File: src/rtl/operand_sequencer.sv
// ---------------------------------------------------------------------------
// operand_sequencer
//
// Purpose:
//   Operand stage in front of the ripple-carry adder. A single switch bus is
//   shared by both operands. The first load press captures operand A together
//   with the carry-in. The second press captures operand B. After the adder has
//   had SETTLE cycles to settle, its {carry, sum} is registered as a stable
//   result for the LEDR display.
//
// Parameters:
//   WIDTH   operand / adder data width
//   SETTLE  cycles from the B capture edge to the result capture edge (>= 1)
//
// Ports:
//   clk         system clock, all state changes on the rising edge
//   reset       synchronous, active-high reset
//   data_in     shared operand bus (switches)
//   cin_in      carry-in request, sampled together with operand A
//   load        load key level; its rising edge is detected internally
//   sum_in      sum returned from the adder
//   cout_in     carry-out returned from the adder
//   a_out       registered operand A driven to the adder
//   b_out       registered operand B driven to the adder
//   c_out       registered carry-in driven to the adder
//   result_out  registered {cout_in, sum_in}
//   valid       high while result_out belongs to the current A/B pair
//   state_out   FSM state: 00 S_A, 01 S_B, 10 S_SETTLE, 11 S_DONE
// ---------------------------------------------------------------------------
module operand_sequencer #(
  parameter int WIDTH  = 4,
  parameter int SETTLE = 2
) (
  input  logic             clk,
  input  logic             reset,
  input  logic [WIDTH-1:0] data_in,
  input  logic             cin_in,
  input  logic             load,
  input  logic [WIDTH-1:0] sum_in,
  input  logic             cout_in,
  output logic [WIDTH-1:0] a_out,
  output logic [WIDTH-1:0] b_out,
  output logic             c_out,
  output logic [WIDTH:0]   result_out,
  output logic             valid,
  output logic [1:0]       state_out
);

  localparam int                CNT_W    = $clog2(SETTLE) + 1;
  localparam logic [CNT_W-1:0] CNT_LAST = CNT_W'(SETTLE - 1);
  localparam logic [CNT_W-1:0] CNT_ONE  = CNT_W'(1);

  typedef enum logic [1:0] {
    S_A      = 2'b00,
    S_B      = 2'b01,
    S_SETTLE = 2'b10,
    S_DONE   = 2'b11
  } state_t;

  state_t           state_q, state_d;
  logic [WIDTH-1:0] a_q, a_d;
  logic [WIDTH-1:0] b_q, b_d;
  logic             c_q, c_d;
  logic [WIDTH:0]   result_q, result_d;
  logic             valid_q, valid_d;
  logic [CNT_W-1:0] cnt_q, cnt_d;
  logic             load_q, load_d;
  logic             rise;

  // A key held down across reset must not count as a press, which is why the
  // edge register comes out of reset as 1 rather than 0.
  assign rise = load & ~load_q;

  // Next-state and datapath logic. Everything holds by default; each state only
  // overrides the registers it is allowed to touch, so operands change solely on
  // their own capture edge.
  always_comb begin
    state_d  = state_q;
    a_d      = a_q;
    b_d      = b_q;
    c_d      = c_q;
    result_d = result_q;
    valid_d  = valid_q;
    cnt_d    = cnt_q;
    load_d   = load;

    case (state_q)
      S_A: begin
        if (rise) begin
          a_d     = data_in;
          c_d     = cin_in;
          state_d = S_B;
        end
      end

      S_B: begin
        if (rise) begin
          b_d     = data_in;
          cnt_d   = '0;
          state_d = S_SETTLE;
        end
      end

      // Presses here are dropped on purpose: the operands on the adder must not
      // move while its outputs are still rippling.
      S_SETTLE: begin
        cnt_d = cnt_q + CNT_ONE;
        if (cnt_q == CNT_LAST) begin
          result_d = {cout_in, sum_in};
          valid_d  = 1'b1;
          state_d  = S_DONE;
        end
      end

      // A press here starts the next operation by capturing a new A; the old
      // result stays visible but is no longer flagged valid.
      S_DONE: begin
        if (rise) begin
          a_d     = data_in;
          c_d     = cin_in;
          valid_d = 1'b0;
          state_d = S_B;
        end
      end

      default: state_d = S_A;
    endcase
  end

  // State register. Reset has priority over every other event in every state.
  always_ff @(posedge clk) begin
    if (reset) begin
      state_q  <= S_A;
      a_q      <= '0;
      b_q      <= '0;
      c_q      <= 1'b0;
      result_q <= '0;
      valid_q  <= 1'b0;
      cnt_q    <= '0;
      load_q   <= 1'b1;
    end else begin
      state_q  <= state_d;
      a_q      <= a_d;
      b_q      <= b_d;
      c_q      <= c_d;
      result_q <= result_d;
      valid_q  <= valid_d;
      cnt_q    <= cnt_d;
      load_q   <= load_d;
    end
  end

  assign a_out      = a_q;
  assign b_out      = b_q;
  assign c_out      = c_q;
  assign result_out = result_q;
  assign valid      = valid_q;
  assign state_out  = state_q;

endmodule

File: config.mk
export PLATFORM = sky130hd
export DESIGN_NAME = operand_sequencer
export DESIGN_NICKNAME = d
export VERILOG_FILES = /design/src/rtl/operand_sequencer.sv
export SDC_FILE = /design/constraint.sdc
export NUM_CORES = 1
export LEC_CHECK = 0
export ABC_AREA = 1
export BUFFER_PORTS_ARGS = -buffer_cell sky130_fd_sc_hd__buf_2
export CAP_MARGIN = 20
export CORE_ASPECT_RATIO = 1.5
export CORE_UTILIZATION = 30
export DETAILED_ROUTE_END_ITERATION = 8
export PLACE_DENSITY = 0.5
export SYNTH_ARGS = -nofsm -noshare
export SYNTH_HDL_FRONTEND = slang
export SYNTH_SLANG_ARGS = --single-unit
File: constraint.sdc
create_clock -name clk -period 1.6 [get_ports clk]
set_clock_uncertainty 0.05 [all_clocks]
set_input_delay 0.32 -clock clk [delete_from_list [all_inputs] [get_ports clk]]
set_output_delay 0.32 -clock clk [all_outputs]
set_load 0.05 [all_outputs]
After elaboration in Yosys (flattened, before gate mapping)
Cells that the tools add are included.

word-level totals
  register bits after elaboration = 20
  latch bits = 0
  RAM bits = 0
  bits in read-only memories = 0
  bits of input ports = 13
  output and inout bits = 17
  logic and storage cells = 38
  memories kept = 0

cells by class
  $add $sub $neg = 1
  $mul = 0
  divide/modulo/power cells = 0
  magnitude comparators = 0
  equality and inequality tests = 8
  shifts and indexed selects = 0
  muxes and demuxes = 9
  bitwise operators = 2
  reductions and logical operators = 10

operators by type and width
  operator                                              count
  two-way mux 2 bit                                     4
  AND reduction 2 bit                                   4
  != test 2 bit (second input constant)                 3
  one-hot mux 2 bit (3 select lines)                    1
  AND reduction 3 bit                                   2
  equality test 2 x 1 -> 1 bit (second input constant)  2
  equality test 2 bit (second input constant)           2
  one-hot mux 2 bit (2 select lines)                    1
  nonzero test 2 bit                                    2
  adder 2 x 1 -> 2 bit (second input constant)          1
  zero test 2 bit                                       1
  two-way mux 1 bit                                     2
  != test 2 x 1 -> 1 bit (second input constant)        1
  one-hot mux 1 bit (2 select lines)                    1
  OR reduction 2 bit                                    1
  AND 1 bit                                             1
  NOT 1 bit                                             1

Logic depth before layout (Yosys ltp)
  depth after elaboration = 4
  mapped depth = 8
  depth with buffers taken out = 8

Worst setup path before layout
No wires, ideal clock.

  path kind = reg-to-reg
  start point = reg state_q[0] (netlist: state_out[0])
  end point = reg a_q[0] (netlist: a_out[0])
  library setup time = 116 ps
  data arrival time = 1,522 ps
  required time = 1,434 ps
  path slack = -88 ps
  stages on the path, launching flop included = 8
  buffers on the path = 0
  clock period less this slack = 1,688 ps
  path through = dfxtp_1 > inv_1 > ha_1 > inv_1 > nor2_4 > inv_2 > nor2_1 > nor2_1

on the way
  cells in the longest elaborated chain, start to end = 3
  elaborated cells between the ends (all ways) = 4
  classes of those cells = eq/ne: 1; reduce/logical: 3

RTL lines
  item                                                    line  RTL
  start, declared                                         60    state_t state_q, state_d;
  start signal, assigned                                  142   state_q <= state_d;
  equality test 2 bit or zero test 2 bit (tied branches)  87    case (state_q)
  OR reduction 2 bit (no line) *                          --
  AND reduction 2 bit (no line) *                         --
  end signal, assigned                                    134   a_q <= '0;
  end signal, assigned                                    143   a_q <= a_d;
  end, declared                                           61    logic [WIDTH-1:0] a_q, a_d;

Every way passes the cells marked *; elsewhere a longest branch is shown, timed or not.
A chain may end at the register's enable or synchronous reset.

Worst setup path in the final report
  start point = reg state_q[0] (netlist: state_out[0])
  end point = reg a_q[2] (netlist: a_out[2])

The elaborated chain is that of the path after synthesis.

==> reports/qor.txt <==
status -> completed
Post-CTS Hold Buffers -> 0
WS Path Type -> reg2reg
Cell Area, Synth -> 890 um^2
layout cells sized above 1 -> 27.8%
CTS H-tree depth -> 1
buffers plus inverters on the worst setup path -> 3
Core Region -> 2730 um^2
Post-CTS Setup Inserts -> 0
fmax -> 0.730 GHz
Hold Path Depth -> 3
Endpoint, Worst Hold -> c_out$_SDFFE_PP0P_
GP Congestion -> 0.817
1st-pass router iterations -> 3
Ports -> 30
CP max-delay cell -> dfxtp_2
Worst R2R Path Depth -> 7
post-synthesis net count -> 139
root buffer cell -> clkbuf_8
max-slew violations -> 0
Total Power -> 1.77 mW
largest net degree at the start of global routing -> 21
drt drc -> 0
register area share after synthesis -> 45.0%
Inst Count DP -> 184
RR Startpoint -> state_out[0]$_SDFFE_PP0P_
post-DP HPWL -> 1.44 mm
clock sinks -> 20
Critical Path AT -> 1470 ps
Critical Path Fanout Max -> 6
Final nets -> 171
clock period minus worst slack -> 1370 ps
final setup fails -> 0
CP startpoint kind -> flop
Critical Path RT -> 1700 ps
row cnt -> 23
RSZ-0062 raised after global routing -> false
Slew headroom -> 66.7%
Hold Startpoint -> cin_in
syn_area_per_cell -> 7.41 um^2
max-cap viol count -> 0
Tightest Pin Transition -> 499 ps
reg-to-reg endpoint -> a_out[2]$_SDFFE_PP0P_
CTS Buf Count -> 3
Unique masters post-synth -> 15
final core occ -> 41.2%
Bufs on Longest Clock Path -> 2
die span in y -> 68.7 um
Worst path max stage delay -> 380 ps
Worst-path clk slew -> 70 ps
number of global-route vias before repair -> 765
power per standard cell area -> 1570 nW/um^2
Inserted Diodes -> 0
VDD IR max -> 0.567 mV
Hold Crit Class -> in2reg
crit path cell chain -> inv_1 > ha_1 > inv_1 > nor2_4 > inv_2 > nor2_1 > nor2_1
total global routing overflow -> 0
Critical Path Sink Type -> flop
Crit path depth -> 7
Seq cells post-synth -> 20
Area Growth Syn to Fin -> 26.6%
later-pin clock latency in the skew report -> 250 ps
post-place instance area -> 1070 um^2
port bufs -> 29
vias -> 799
delay-heaviest family, CP -> flip-flops
die area -> 3190 um^2
CTS tree -> yes
global-route wire length before repair -> 3.01 mm
Post-Syn Instances -> 120
Die Width -> 46.5 um
GRT Util Overall -> 13.0%
non-filler cells in the finished layout -> 188
wire per inst -> 9.94 um
Initial DRC Count -> 6
Warnings, synthesis -> 0
Avg Vias per Cell -> 4.25
Post-CTS Resized -> 0
Pleak -> 0.599 nW
Fin Setup TNS -> 0 ps
initial core utilization -> 32.5%
r2r setup slk -> 230 ps
Routed Antenna Nets -> 0
initial antenna violation count -> 0
WL final -> 1.87 mm
design area -> 1130 um^2
final worst-path cycle share -> 85.7%
final-report hold violation count -> 0
kinds of logic (layout without fill, tap and decap cells):
| group | Yosys count | after routing | synth area share [%] |
|---|---|---|---|
| buffers and inverters | 17 | 48 | 7.60 |
| AO/OA/AOI/OAI | 19 | 19 | 10.7 |
| flip-flops | 20 | 20 | 45.0 |
| adder cells (fa/ha/maj) | 6 | 6 | 8.44 |
| AND/OR/NAND/NOR | 58 | 58 | 28.3 |
registers in the layout, indices dropped and copies added, names as in the netlist:
signal      count
a_out           4
b_out           4
c_out           1
cnt_q           2
load_q          1
result_out      5
state_out       2
valid           1
where the power goes:
part	switching, mW	internal, mW	total [mW]
registers	0.0651	0.594	0.659
logic	0.524	0.208	0.732
clock network	0.162	0.219	0.381
total	0.751	1.02	1.77
area by class of cell:
type                            instances  area (um^2)
Inverter                               15         56.3
Fill cell                             312         1610
Multi-Input combinational cell         83          422
Tap cell                               37         46.3
Timing Repair Buffer                   29          145
Sequential cell                        20          402
Clock buffer                            4         55.1
tightest hold or removal path, delay by kind of cell:
kind,cells,cell delay (ps)
buffers and inverters,1,70
and+or+nand+nor,2,110
cells in the mapped netlist:
| cell type | n | area share, % |
|---|---|---|
| nand2_2 | 2 | 1.4 |
| nand2_1 | 13 | 5.5 |
| a21oi_1 | 4 | 2.3 |
| dfxtp_1 | 20 | 45 |
| nor2_2 | 1 | 0.70 |
| buf_4 | 1 | 0.84 |
| nor2_1 | 36 | 15 |
| inv_1 | 13 | 5.5 |
| inv_2 | 2 | 0.84 |
| nand3_1 | 3 | 1.7 |
| buf_1 | 1 | 0.42 |
| nand2_4 | 1 | 1.3 |
| nor2_4 | 2 | 2.5 |
| o21ai_0 | 15 | 8.4 |
| ha_1 | 6 | 8.4 |
worst max path at each step:
stage,start,end,slack [ps]
6_report,state_out[0]$_SDFFE_PP0P_,a_out[2]$_SDFFE_PP0P_,230
5_1_grt,state_out[0]$_SDFFE_PP0P_,a_out[3]$_SDFFE_PP0P_,90
4_1_cts,state_out[0]$_SDFFE_PP0P_,a_out[2]$_SDFFE_PP0P_,210
3_5_place_dp,state_out[0]$_SDFFE_PP0P_,a_out[2]$_SDFFE_PP0P_,220
3_3_place_gp,state_out[0]$_SDFFE_PP0P_,a_out[2]$_SDFFE_PP0P_,240
2_1_floorplan,state_out[1]$_SDFFE_PP0P_,cnt_q[0]$_SDFFE_PP0P_,10
cells in the final DEF, fill, tap and decap left out, drive strengths merged:
cell type | netlist | layout
nor2 | 39 | 39
buf | 2 | 29
dfxtp | 20 | 20
nand2 | 16 | 16
o21ai | 15 | 15
inv | 15 | 15
ha | 6 | 6
a21oi | 4 | 4
clkbuf | 0 | 4
nand3 | 3 | 3
through the flow:
step	hold slack [ps]	setup slack (ps)
global placement	414	236
finish	234	229
floorplan	367	14.1
detailed placement	424	219
global route	229	90.5
CTS	230	207
metal layers:
metal | global-route usage, % | share of wire, %
met2 | 22.2 | 48
met4 | 7.35 | 2.1
met1 | 14.2 | 46
met3 | 2.86 | 3.7
met5 | 0 | 0
(Power assumes the default switching activity.)
